File: config.mk
export PLATFORM = sky130hd
export DESIGN_NAME = dmem_arbiter
export DESIGN_NICKNAME = d
export VERILOG_FILES = /design/src/rtl/dmem_arbiter.sv
export SDC_FILE = /design/constraint.sdc
export NUM_CORES = 1
export LEC_CHECK = 0
export BUFFER_PORTS_ARGS = -buffer_cell sky130_fd_sc_hd__clkbuf_2
export CELL_PAD_IN_SITES_DETAIL_PLACEMENT = 1
export CELL_PAD_IN_SITES_GLOBAL_PLACEMENT = 2
export CORE_AREA = 10 10 139 141
export DETAILED_ROUTE_END_ITERATION = 16
export DIE_AREA = 0 0 149 151
export MAX_ROUTING_LAYER = met4
export PLACE_DENSITY = 0.95
export SLEW_MARGIN = 10
export SYNTH_ARGS = -nofsm -noshare
export SYNTH_HDL_FRONTEND = slang
export SYNTH_SLANG_ARGS = --single-unit
File: constraint.sdc
create_clock -name clk -period 3.5 [get_ports clk]
set_input_delay 0.35 -clock clk [delete_from_list [all_inputs] [get_ports clk]]
set_output_delay 0.35 -clock clk [all_outputs]
set_load 0.02 [all_outputs]
File: src/rtl/dmem_arbiter.sv
// Two-port round-robin arbiter in front of data_memory: port 0 is the core
// load/store path, port 1 a debug/DMA master that may lock memory for atomics.
module dmem_arbiter #(
  parameter int unsigned ADDR_W = 32,
  parameter int unsigned DATA_W = 32
) (
  input  logic              clk,
  input  logic              rst_n,
  input  logic              m0_req,
  input  logic              m0_we,
  input  logic [ADDR_W-1:0] m0_addr,
  input  logic [2:0]        m0_rw_type,
  input  logic [DATA_W-1:0] m0_wdata,
  output logic              m0_gnt,
  output logic              m0_rvalid,
  output logic [DATA_W-1:0] m0_rdata,
  input  logic              m1_req,
  input  logic              m1_we,
  input  logic              m1_lock,
  input  logic [ADDR_W-1:0] m1_addr,
  input  logic [2:0]        m1_rw_type,
  input  logic [DATA_W-1:0] m1_wdata,
  output logic              m1_gnt,
  output logic              m1_rvalid,
  output logic [DATA_W-1:0] m1_rdata,
  output logic              W_en,
  output logic              R_en,
  output logic [ADDR_W-1:0] ram_addr,
  output logic [2:0]        RW_type,
  output logic [DATA_W-1:0] Wr_mem_data,
  input  logic [DATA_W-1:0] Rd_mem_data
);

  typedef enum logic {IDLE, LOCKED} state_t;

  state_t              state_q, state_d;
  logic                last_q, last_d;
  logic                m0_rvalid_q, m0_rvalid_d;
  logic                m1_rvalid_q, m1_rvalid_d;
  logic [DATA_W-1:0]   m0_rdata_q, m0_rdata_d;
  logic [DATA_W-1:0]   m1_rdata_q, m1_rdata_d;
  logic                gnt0, gnt1;

  // Grants are forced low during reset so an access in the reset cycle never reaches memory.
  always_comb begin
    gnt0 = 1'b0;
    gnt1 = 1'b0;
    if (rst_n) begin
      case (state_q)
        IDLE: begin
          if (m0_req && m1_req) begin
            gnt0 = last_q;
            gnt1 = ~last_q;
          end else begin
            gnt0 = m0_req;
            gnt1 = m1_req;
          end
        end
        LOCKED:  gnt1 = m1_req;
        default: ;
      endcase
    end
  end

  always_comb begin
    W_en        = 1'b0;
    R_en        = 1'b0;
    ram_addr    = '0;
    RW_type     = '0;
    Wr_mem_data = '0;
    if (gnt0) begin
      W_en        = m0_we;
      R_en        = ~m0_we;
      ram_addr    = m0_addr;
      RW_type     = m0_rw_type;
      Wr_mem_data = m0_wdata;
    end else if (gnt1) begin
      W_en        = m1_we;
      R_en        = ~m1_we;
      ram_addr    = m1_addr;
      RW_type     = m1_rw_type;
      Wr_mem_data = m1_wdata;
    end
  end

  always_comb begin
    state_d     = state_q;
    last_d      = last_q;
    m0_rvalid_d = gnt0 & ~m0_we;
    m1_rvalid_d = gnt1 & ~m1_we;
    m0_rdata_d  = m0_rvalid_d ? Rd_mem_data : m0_rdata_q;
    m1_rdata_d  = m1_rvalid_d ? Rd_mem_data : m1_rdata_q;
    case (state_q)
      IDLE: begin
        if (gnt0) last_d = 1'b0;
        if (gnt1) begin
          last_d = 1'b1;
          if (m1_lock) state_d = LOCKED;
        end
      end
      LOCKED: begin
        // Leaving the lock hands priority to port 0, which has been starved.
        last_d = 1'b1;
        if (!m1_lock) state_d = IDLE;
      end
      default: state_d = IDLE;
    endcase
  end

  always_ff @(posedge clk) begin
    if (!rst_n) begin
      state_q     <= IDLE;
      last_q      <= 1'b1;
      m0_rvalid_q <= 1'b0;
      m1_rvalid_q <= 1'b0;
      m0_rdata_q  <= '0;
      m1_rdata_q  <= '0;
    end else begin
      state_q     <= state_d;
      last_q      <= last_d;
      m0_rvalid_q <= m0_rvalid_d;
      m1_rvalid_q <= m1_rvalid_d;
      m0_rdata_q  <= m0_rdata_d;
      m1_rdata_q  <= m1_rdata_d;
    end
  end

  assign m0_gnt    = gnt0;
  assign m1_gnt    = gnt1;
  assign m0_rvalid = m0_rvalid_q;
  assign m1_rvalid = m1_rvalid_q;
  assign m0_rdata  = m0_rdata_q;
  assign m1_rdata  = m1_rdata_q;

endmodule

==> After elaboration in Yosys (flattened, before gate mapping) <==
Index checks and enable logic that the tools add are counted.
{ "classes": {"addsub": 0, "n_mul": 0, "div_mod_pow": 0, "n_lt_le_gt_ge": 0, "n_eq_ne": 1, "shift": 0, "n_mux": 22, "bitwise": 6, "reduce_logical": 1} }
{ "ops": {"columns": ["op", "n"], "rows": [
  ["two-way mux 32 bit", 4],
  ["two-way mux 1 bit", 13],
  ["two-way mux 3 bit", 2],
  ["case mux 1 bit (2 select lines)", 3],
  ["NOT 1 bit", 4],
  ["!= test 3 bit, second input constant", 1],
  ["AND 1 bit", 2],
  ["logical AND 1 bit", 1]
]} }
{ "totals": {"ff_bits": 68, "latchBits": 0, "mem_bits_rw": 0, "mem_bits_ro": 0, "output_inout_bits": 137, "wordCells": 36, "n_memories": 0} }

==> Logic depth before layout (Yosys ltp) <==
Gate-level depths: netlist (run 1).
{ "depth": {"word_depth": 7, "ltp_mapped": 7, "mapped_depth_nobuf": 4} }

==> Least setup slack after synthesis (run 1) <==
OpenSTA, ideal clock, no wires.
{ "synth_timing": {"path_type": "input port to output port", "startpoint": "input rst_n", "endpoint": "output ram_addr[10]", "t_arrival_ps": 1409, "required_ps": 3150, "slack_ps": 1741, "stages": 7, "path_buffers": 4, "cell_sequence": "buf_6 -> nor2b_4 -> and3_1 -> buf_2 -> buf_6 -> buf_6 -> a22o_1"} }
{ "synth_between": {"elab_chain_cells": 3, "elab_cells_between_ends": 4, "classes_between": "mux (4)"} }
{ "synth_lines": {"columns": ["element", "line", "source"], "rows": [
  ["from (decl)", "8", "input logic rst_n,"],
  ["two-way mux 1 bit", "48", "if (rst_n) begin"],
  ["two-way mux 32 bit", "77", "end else if (gnt1) begin"],
  ["two-way mux 32 bit (*)", "71", "if (gnt0) begin"],
  ["to (decl)", "28", "output logic [ADDR_W-1:0] ram_addr,"]
]} }
Mark *: on every way between the ends. The rest lies on a longest branch, timed or not.

==> Final worst setup path (run 1) <==
{ "layout_timing": {"startpoint": "register state_q", "endpoint": "output ram_addr[18]"} }
{ "layout_between": {"elab_chain_cells": 5, "elab_cells_between_ends": 7, "classes_between": "mux (6); bitwise (1)"} }
{ "layout_lines": {"columns": ["element", "line", "source"], "rows": [
  ["from (decl)", "36", "state_t state_q, state_d;"],
  ["from (signal assigned)", "119", "state_q <= state_d;"],
  ["NOT 1 bit", null, null],
  ["case mux 1 bit (2 select lines)", "49", "case (state_q)"],
  ["two-way mux 1 bit", "48", null],
  ["two-way mux 32 bit", "77", null],
  ["two-way mux 32 bit (*)", "71", null]
]} }
Marked as above.

==> key figures, run 1 <==
Worst hold path
  – Hold Crit Class: in -> reg
  – Hold path depth: 2
  – End of the worst hold path: state_q
  – Min-delay src: m1_lock

Clocking
  – Clock-pin slew on the worst setup and hold paths: 60 ps
  – Cts repair resizes: 0
  – TritonCTS Buffers: 9
  – Htree depth: 3
  – CTS max path bufs: 2
  – Number of setup buffers added after CTS: 0
  – Cts hold-fix bufs: 0
  – CTS sink cnt: 68
  – Clock Tree Root: clkbuf_16
  – Worst skew pair latency: 320 ps
  – TritonCTS clock tree: yes

Synth
  – Count leader, synth: nand2_1
  – Top cells by area, synth: dfxtp_1 (42%), mux2i_1 (20%), a22o_1 (18%)
  – Area fraction of the dominant cell type after synthesis: 41.9%
  – Yosys cell types: 18
  – Post-synthesis sequential area ratio: 41.9%
  – Synth async-reset ratio: 0%
  – Post-synth top cells: nand2_1 (97), a22o_1 (68), dfxtp_1 (68)
  – Warnings, synthesis: 0
  – Syn nets: 515
  – Top FF cell, synth: dfxtp_1
  – Cell taking the most area after synthesis: dfxtp_1
  – Post-synth EDFFs: 0
  – Post-Syn Area: 3250 um^2
  – Syn avg cell area: 9.49 um^2
  – #FFs+latches synth: 68
  – Post-Synthesis Cells: 342

Setup path
  – Critical Path Source Type: flop
  – Worst path cell trace: and3b_1 > nor2_4 > buf_12 > a22o_1 > clkbuf_2
  – Reg-to-Reg Start: state_q
  – Setup CP Type: reg -> out
  – CP max FO: 51
  – Slowest cell on the critical path: nor2_4
  – Max stage delay on crit path: 460 ps
  – Worst-case reg-to-reg path depth: 4
  – Reg2Reg Setup Slack: 1570 ps
  – Data required, critical path: 3150 ps
  – Critical Path Sink Type: primary output
  – CP bufs+invs: 2
  – R2r endpoint: m1_rdata[27]
  – WP data arrival: 2180 ps
  – Delay-heaviest family, CP: simple AND/OR/NAND/NOR gates

STA
  – Fin. Hold Viols: 0
  – RSZ-0062 raised after global routing: false
  – Final-report setup violation count: 0
  – Fmax: 395 MHz
  – Final setup skew: 5.64 ps
  – Slew @ Worst Pin: 948 ps
  – Final Cycle Share: 72.3%
  – TNS Setup: 0 ps
  – Slew headroom: 36.8%
  – Post-route minimum period: 2530 ps
  – Max-slew violation count: 0

Floorplanning
  – Die Y: 151 um
  – Number of placement rows: 47
  – Die Wd: 149 um
  – Die Area: 22500 um^2
  – Initial core utilization: 19.7%
  – Core area: 16500 um^2
  – Number of I/O pins: 310

Global routing
  – Vias in the first global route: 4035
  – Antenna violations before repair: 1
  – Largest net degree at the start of global routing: 97
  – Total grt overflow: 0
  – First-pass GRT wire length: 24600 um
  – Total GRT Usage: 14.6%

Flow run
  – Max-Cap Viols: 0

Placed design
  – RePlAce Congestion: 0.817
  – HPWL after DPL: 14400 um
  – IO buf count: 309
  – Placed cells: 845

Drt
  – Avg Vias per Cell: 4.38
  – Antenna-violating nets left: 0
  – Drt drc: 0
  – TritonRoute pass-1 iters: 4
  – Wire length per cell: 19.9 um
  – 1st-iter DRT viols: 94
  – DR vias: 3776
  – Final WL: 17200 um

Power
  – Total power density per cell area: 411 nW/um^2
  – Net Sw Power: 643 uW
  – Internal Pwr Total: 1.51 mW
  – Clock share of power: 40.1%
  – Combinational share of power: 22.2%
  – Worst IR Drop VDD: 0.000235 V
  – Sw Ratio: 29.8%
  – Pleak: 2.86 nW
  – Sequential fraction of design power: 37.7%

Cells and area
  – Layout cells sized above 1: 52.6%
  – Fill cells: 2051
  – Multi-input logic area: 1710 um^2
  – Layout net count: 809
  – Register area: 1360 um^2
  – Final cell count without fillers: 862
  – Area grow syn2layout: 61.6%

Run status
  – Status: finished, final reports clean
routing by layer:
layer	global-route usage, %	wire (um)	share of wire, %
met1	15.1	6590	38
met3	5.94	1810	11
met2	25.0	8510	50
met4	4.22	254	1.5
met5	-	0	0
power by group through the flow:
| stage | clock [mW] | sequential (mW) | combinational, mW |
|---|---|---|---|
| global placement | 0 | 0.828 | 0.483 |
| floorplan | 0 | 0.858 | 0.235 |
| CTS | 0.899 | 0.813 | 0.488 |
| global route | 0.927 | 0.816 | 0.518 |
| detailed placement | 0 | 0.830 | 0.486 |
| finish | 0.865 | 0.813 | 0.479 |
cells in the final DEF (no fill, tap or decap), drive strengths merged:
| cell | count |
|---|---|
| mux2i | 64 |
| nor2 | 1 |
| clkinv | 2 |
| nor3 | 1 |
| dfxtp | 68 |
| nand2 | 97 |
| o211a | 1 |
| nor2b | 2 |
| clkinvlp | 3 |
| nand3 | 2 |
| buf | 7 |
| or2 | 1 |
| a22o | 68 |
| and3 | 1 |
| nand2b | 2 |
| clkbuf | 319 |
| diode | 1 |
| inv | 1 |
| and3b | 1 |
layout make-up:
type,instances,area share [%]
Sequential cell,68,26.0
Multi-Input combinational cell,241,32.6
Inverter,1,0.0716
Timing Repair Buffer,315,30.6
Tap cell,220,5.25
Clock inverter,5,0.692
Antenna cell,1,0.0477
Clock buffer,11,4.82
worst max path at each step:
stage	to	slack, ps	cells after the start	start
final	ram_addr[18]	970	5	state_q
after global routing	ram_addr[18]	840	5	state_q
after CTS	ram_addr[18]	930	5	state_q
after detailed placement	ram_addr[27]	1170	6	rst_n
after floorplan	ram_addr[10]	1740	7	rst_n
after global placement	ram_addr[18]	1240	6	m0_req
through the flow:
step                worst slack, ps  cell area [um^2]  utilization (%)  hold WS, ps  total power [mW]
finish                          970              5240             31.8          260              2.16
floorplan                      1740              3250                -          452              1.09
global route                    844              5240             31.8          264              2.26
detailed placement             1170              4950             30.1          450              1.32
global placement               1240              4950             30.1          442              1.31
CTS                             929              5240             31.8          247              2.20
sequential cells by signal, summed over array words and instances, names as in the netlist:
register	flops
m0_rdata	32
m1_rdata	32
last_q	1
m0_rvalid	1
m1_rvalid	1
state_q	1
logic make-up after synthesis:
| family | share of synthesized area (%) |
|---|---|
| simple gates | 13.8 |
| compound gates | 18.7 |
| flops | 41.9 |
| mux | 19.7 |
| buf+inv | 5.86 |
No activity file was read; power rests on OpenSTA's default activity.
==> run 2, diff against run 1 <==
--- a/config.mk
+++ b/config.mk
@@ -5,14 +5,15 @@
 export SDC_FILE = /design/constraint.sdc
 export NUM_CORES = 1
 export LEC_CHECK = 0
+export ABC_AREA = 1
 export BUFFER_PORTS_ARGS = -buffer_cell sky130_fd_sc_hd__clkbuf_2
 export CELL_PAD_IN_SITES_DETAIL_PLACEMENT = 1
 export CELL_PAD_IN_SITES_GLOBAL_PLACEMENT = 2
-export CORE_AREA = 10 10 139 141
+export CORE_AREA = 10 10 159 161
 export DETAILED_ROUTE_END_ITERATION = 16
-export DIE_AREA = 0 0 149 151
+export DIE_AREA = 0 0 169 171
 export MAX_ROUTING_LAYER = met4
-export PLACE_DENSITY = 0.95
+export PLACE_DENSITY = 0.92
 export SLEW_MARGIN = 10
 export SYNTH_ARGS = -nofsm -noshare
 export SYNTH_HDL_FRONTEND = slang
==> constraint.sdc (replaced) <==
create_clock -name clk -period 2.5 [get_ports clk]
set_input_delay 0.25 -clock clk [delete_from_list [all_inputs] [get_ports clk]]
set_output_delay 0.25 -clock clk [all_outputs]
set_load 0.02 [all_outputs]
==> key figures, run 2 <==
Synth
  – Area fraction of the dominant cell type after synthesis: 37.0% (-5.0 points)
  – Yosys cell types: 14 (-4)
  – Top cells by area, synth: dfxtp_1 (37%), nand2_1 (31%), nor2_1 (9.9%)
  – Mux cell area share after synthesis: 0% (-20 points)
  – XOR/XNOR Fraction of Synth Area: 0% (unchanged)
  – Post-synthesis sequential area ratio: 37.0% (-5.0 points)
  – #FFs+latches synth: 68 (unchanged)
  – Top FF cell, synth: dfxtp_1
  – Post-Synthesis Cells: 654 (+91%)
  – Post-Syn Area: 3680 um^2 (+13%)
  – Post-synth top cells: nand2_1 (303), nor2_1 (97), inv_1 (72)
  – Synth async-reset ratio: 0% (unchanged)
  – Post-Synth Adder-Cell Area: 0% (unchanged)
  – Warnings, synthesis: 0 (unchanged)
  – Post-Synth Simple-Gate Area: 45.7% (+32 points)
  – Main combinational cell family by area after synthesis: simple AND/OR/NAND/NOR gates
  – Syn nets: 827 (+61%)
  – Count leader, synth: nand2_1
  – Cell taking the most area after synthesis: dfxtp_1
  – Post-synthesis compound-gate area fraction: 4.86% (-14 points)
  – Post-synth EDFFs: 0 (unchanged)
  – Syn avg cell area: 5.63 um^2 (-41%)

Drt
  – Avg Vias per Cell: 3.97 (-9.3%)
  – TritonRoute pass-1 iters: 4 (unchanged)
  – DR vias: 4887 (+29%)
  – Drt drc: 0 (unchanged)
  – Antenna-violating nets left: 0 (unchanged)
  – Final WL: 20000 um (+17%)
  – Wire length per cell: 16.3 um (-18%)
  – 1st-iter DRT viols: 177 (+88%)

Power
  – Total power density per cell area: 562 nW/um^2 (+37%)
  – Pleak: 3.58 nW (+25%)
  – Worst IR Drop VDD: 0.000323 V (+38%)
  – Design Power: 3.26 mW (+51%)

Setup path
  – Top cell by count, worst path: nand2_1
  – Worst-case reg-to-reg path depth: 7 (+3)
  – CP max FO: 68 (+33%)
  – Critical Path Source Type: flop
  – Critical Path Sink Type: primary output
  – WP data arrival: 1870 ps (-310 ps)
  – Max stage delay on crit path: 300 ps (-160 ps)
  – Slowest cell on the critical path: dfxtp_1
  – Data required, critical path: 2250 ps (-900 ps)
  – Worst path cell trace: inv_1 > nand3_1 > nor2_4 > buf_12 > nand2_1 > nand2_1 > clkbuf_2
  – Setup CP Type: reg -> out

Run status
  – Status: finished, final reports clean

Global routing
  – Vias in the first global route: 4999 (+24%)
  – Total grt overflow: 0 (unchanged)
  – First-pass GRT wire length: 29300 um (+19%)
  – Largest net degree at the start of global routing: 69 (-29%)
  – Antenna violations before repair: 0 (-1)
  – Total GRT Usage: 13.3% (-1.2 points)

STA
  – Setup ws final: 381 ps (-589 ps)
  – Slew headroom: 51.6% (+15 points)
  – Fmax: 472 MHz
  – Final Cycle Share: 84.7%
  – Slew @ Worst Pin: 726 ps (-223 ps)
  – Fin. Hold Viols: 0 (unchanged)
  – TNS Setup: 0 ps (unchanged)
  – Hold_ws: 124 ps (-136 ps)
  – Final setup skew: 3.72 ps (-1.93 ps)
  – Max-slew violation count: 0 (unchanged)
  – Final-report setup violation count: 0 (unchanged)
  – Post-route minimum period: 2120 ps
  – RSZ-0062 raised after global routing: false

Cells and area
  – Layout net count: 1114 (+38%)
  – Final cell count without fillers: 1230 (+43%)
  – Layout cells sized above 1: 35.6% (-17 points)
  – Most frequent cells in the layout: clkbuf_2 (309), nand2_1 (303), nor2_1 (97)
  – Antenna Cells: 0 (-1)
  – Commonest non-fill, non-tap cell in the layout: clkbuf_2
  – Area grow syn2layout: 57.4%

Placed design
  – HPWL after DPL: 16400 um (+14%)
  – Setup WS pre-CTS: 615 ps (-555 ps)
  – Placed cells: 1215 (+44%)
  – RePlAce Congestion: 0.857 (+5.0%)
  – IO buf count: 309 (unchanged)

Clocking
  – Clock Tree Root: clkbuf_16
  – Clock-pin slew on the worst setup and hold paths: 60 ps (about the same)
  – Worst skew pair latency: 340 ps (+20 ps)
  – CTS max path bufs: 2 (unchanged)
  – Htree depth: 3 (unchanged)
  – Number of setup buffers added after CTS: 0 (unchanged)
  – TritonCTS Buffers: 9 (unchanged)
  – Cts repair resizes: 0 (unchanged)
  – TritonCTS clock tree: yes
  – CTS sink cnt: 68 (unchanged)
  – Cts hold-fix bufs: 0 (unchanged)

Worst hold path
  – Hold path depth: 3 (+1)
  – Hold Crit Class: in -> reg

Floorplanning
  – Initial core utilization: 16.6% (-3.2 points)
  – Die Y: 171 um (+13%)
  – Die Wd: 169 um (+13%)
  – Die Area: 28900 um^2 (+28%)
  – Number of I/O pins: 310 (unchanged)
  – Number of placement rows: 55 (+17%)
  – Core area: 22200 um^2 (+35%)

Flow run
  – Max-Cap Viols: 0 (unchanged)
==> run 2: cell count changes after synthesis, moves of 33 or more <==
cell / before / now
nand2_1: 97 / 303
nor2_1: 1 / 97
inv_1: 1 / 72
a22o_1: 68 / 0
mux2i_1: 64 / 0
a21oi_1: 0 / 33
nand3_1: 2 / 35
==> run 2: layer usage <==
metal  track usage, %  wire length (um)  vias to the layer above
met2             21.8              9390                      199
met4             3.45               315                        0
met3             5.62              1970                       18
met1             14.8              8370                     2164
met5                -                 0                        -
li1                 -                 -                     2506
==> run 2: layout make-up <==
| type | count | area, um^2 |
|---|---|---|
| Inverter | 73 | 274 |
| Timing Repair Buffer | 318 | 1640 |
| Fill cell | 2990 | 16400 |
| Sequential cell | 68 | 1360 |
| Tap cell | 285 | 357 |
| Clock inverter | 4 | 50.0 |
| Multi-Input combinational cell | 471 | 1870 |
| Clock buffer | 11 | 243 |
==> run 2: kinds of logic after synthesis <==
kind of cell,Yosys count
AND/OR/NAND/NOR,436
AO/OA/AOI/OAI,35
buffers and inverters,115
flip-flops,68
==> run 2: critical path: cells and delay by family (launching register included) <==
kind                   cells  cell delay [ps]
buffers and inverters      3              570
DFF                        1              300
and+or+nand+nor            4              630
==> run 2: worst paths after layout <==
kind	from	to	slack [ps]
worst min register to register	m0_rdata[11]	m0_rdata[11]	480
worst max register to register	state_q	m0_rdata[18]	790
worst min-delay path	m1_lock	state_q	120
worst max-delay path	state_q	ram_addr[17]	380
==> run 2: stage by stage <==
step | utilization (%) | area, um^2
after floorplan | - | 3680
after global placement | 24.8 | 5500
after detailed placement | 24.8 | 5500
after CTS | 26.1 | 5800
after global routing | 26.1 | 5800
final | 26.1 | 5800
==> run 2: where the power goes <==
| group | internal (mW) | switching (mW) |
|---|---|---|
| combinational | 0.280 | 0.516 |
| clock | 0.793 | 0.502 |
| sequential | 1.14 | 0.0276 |
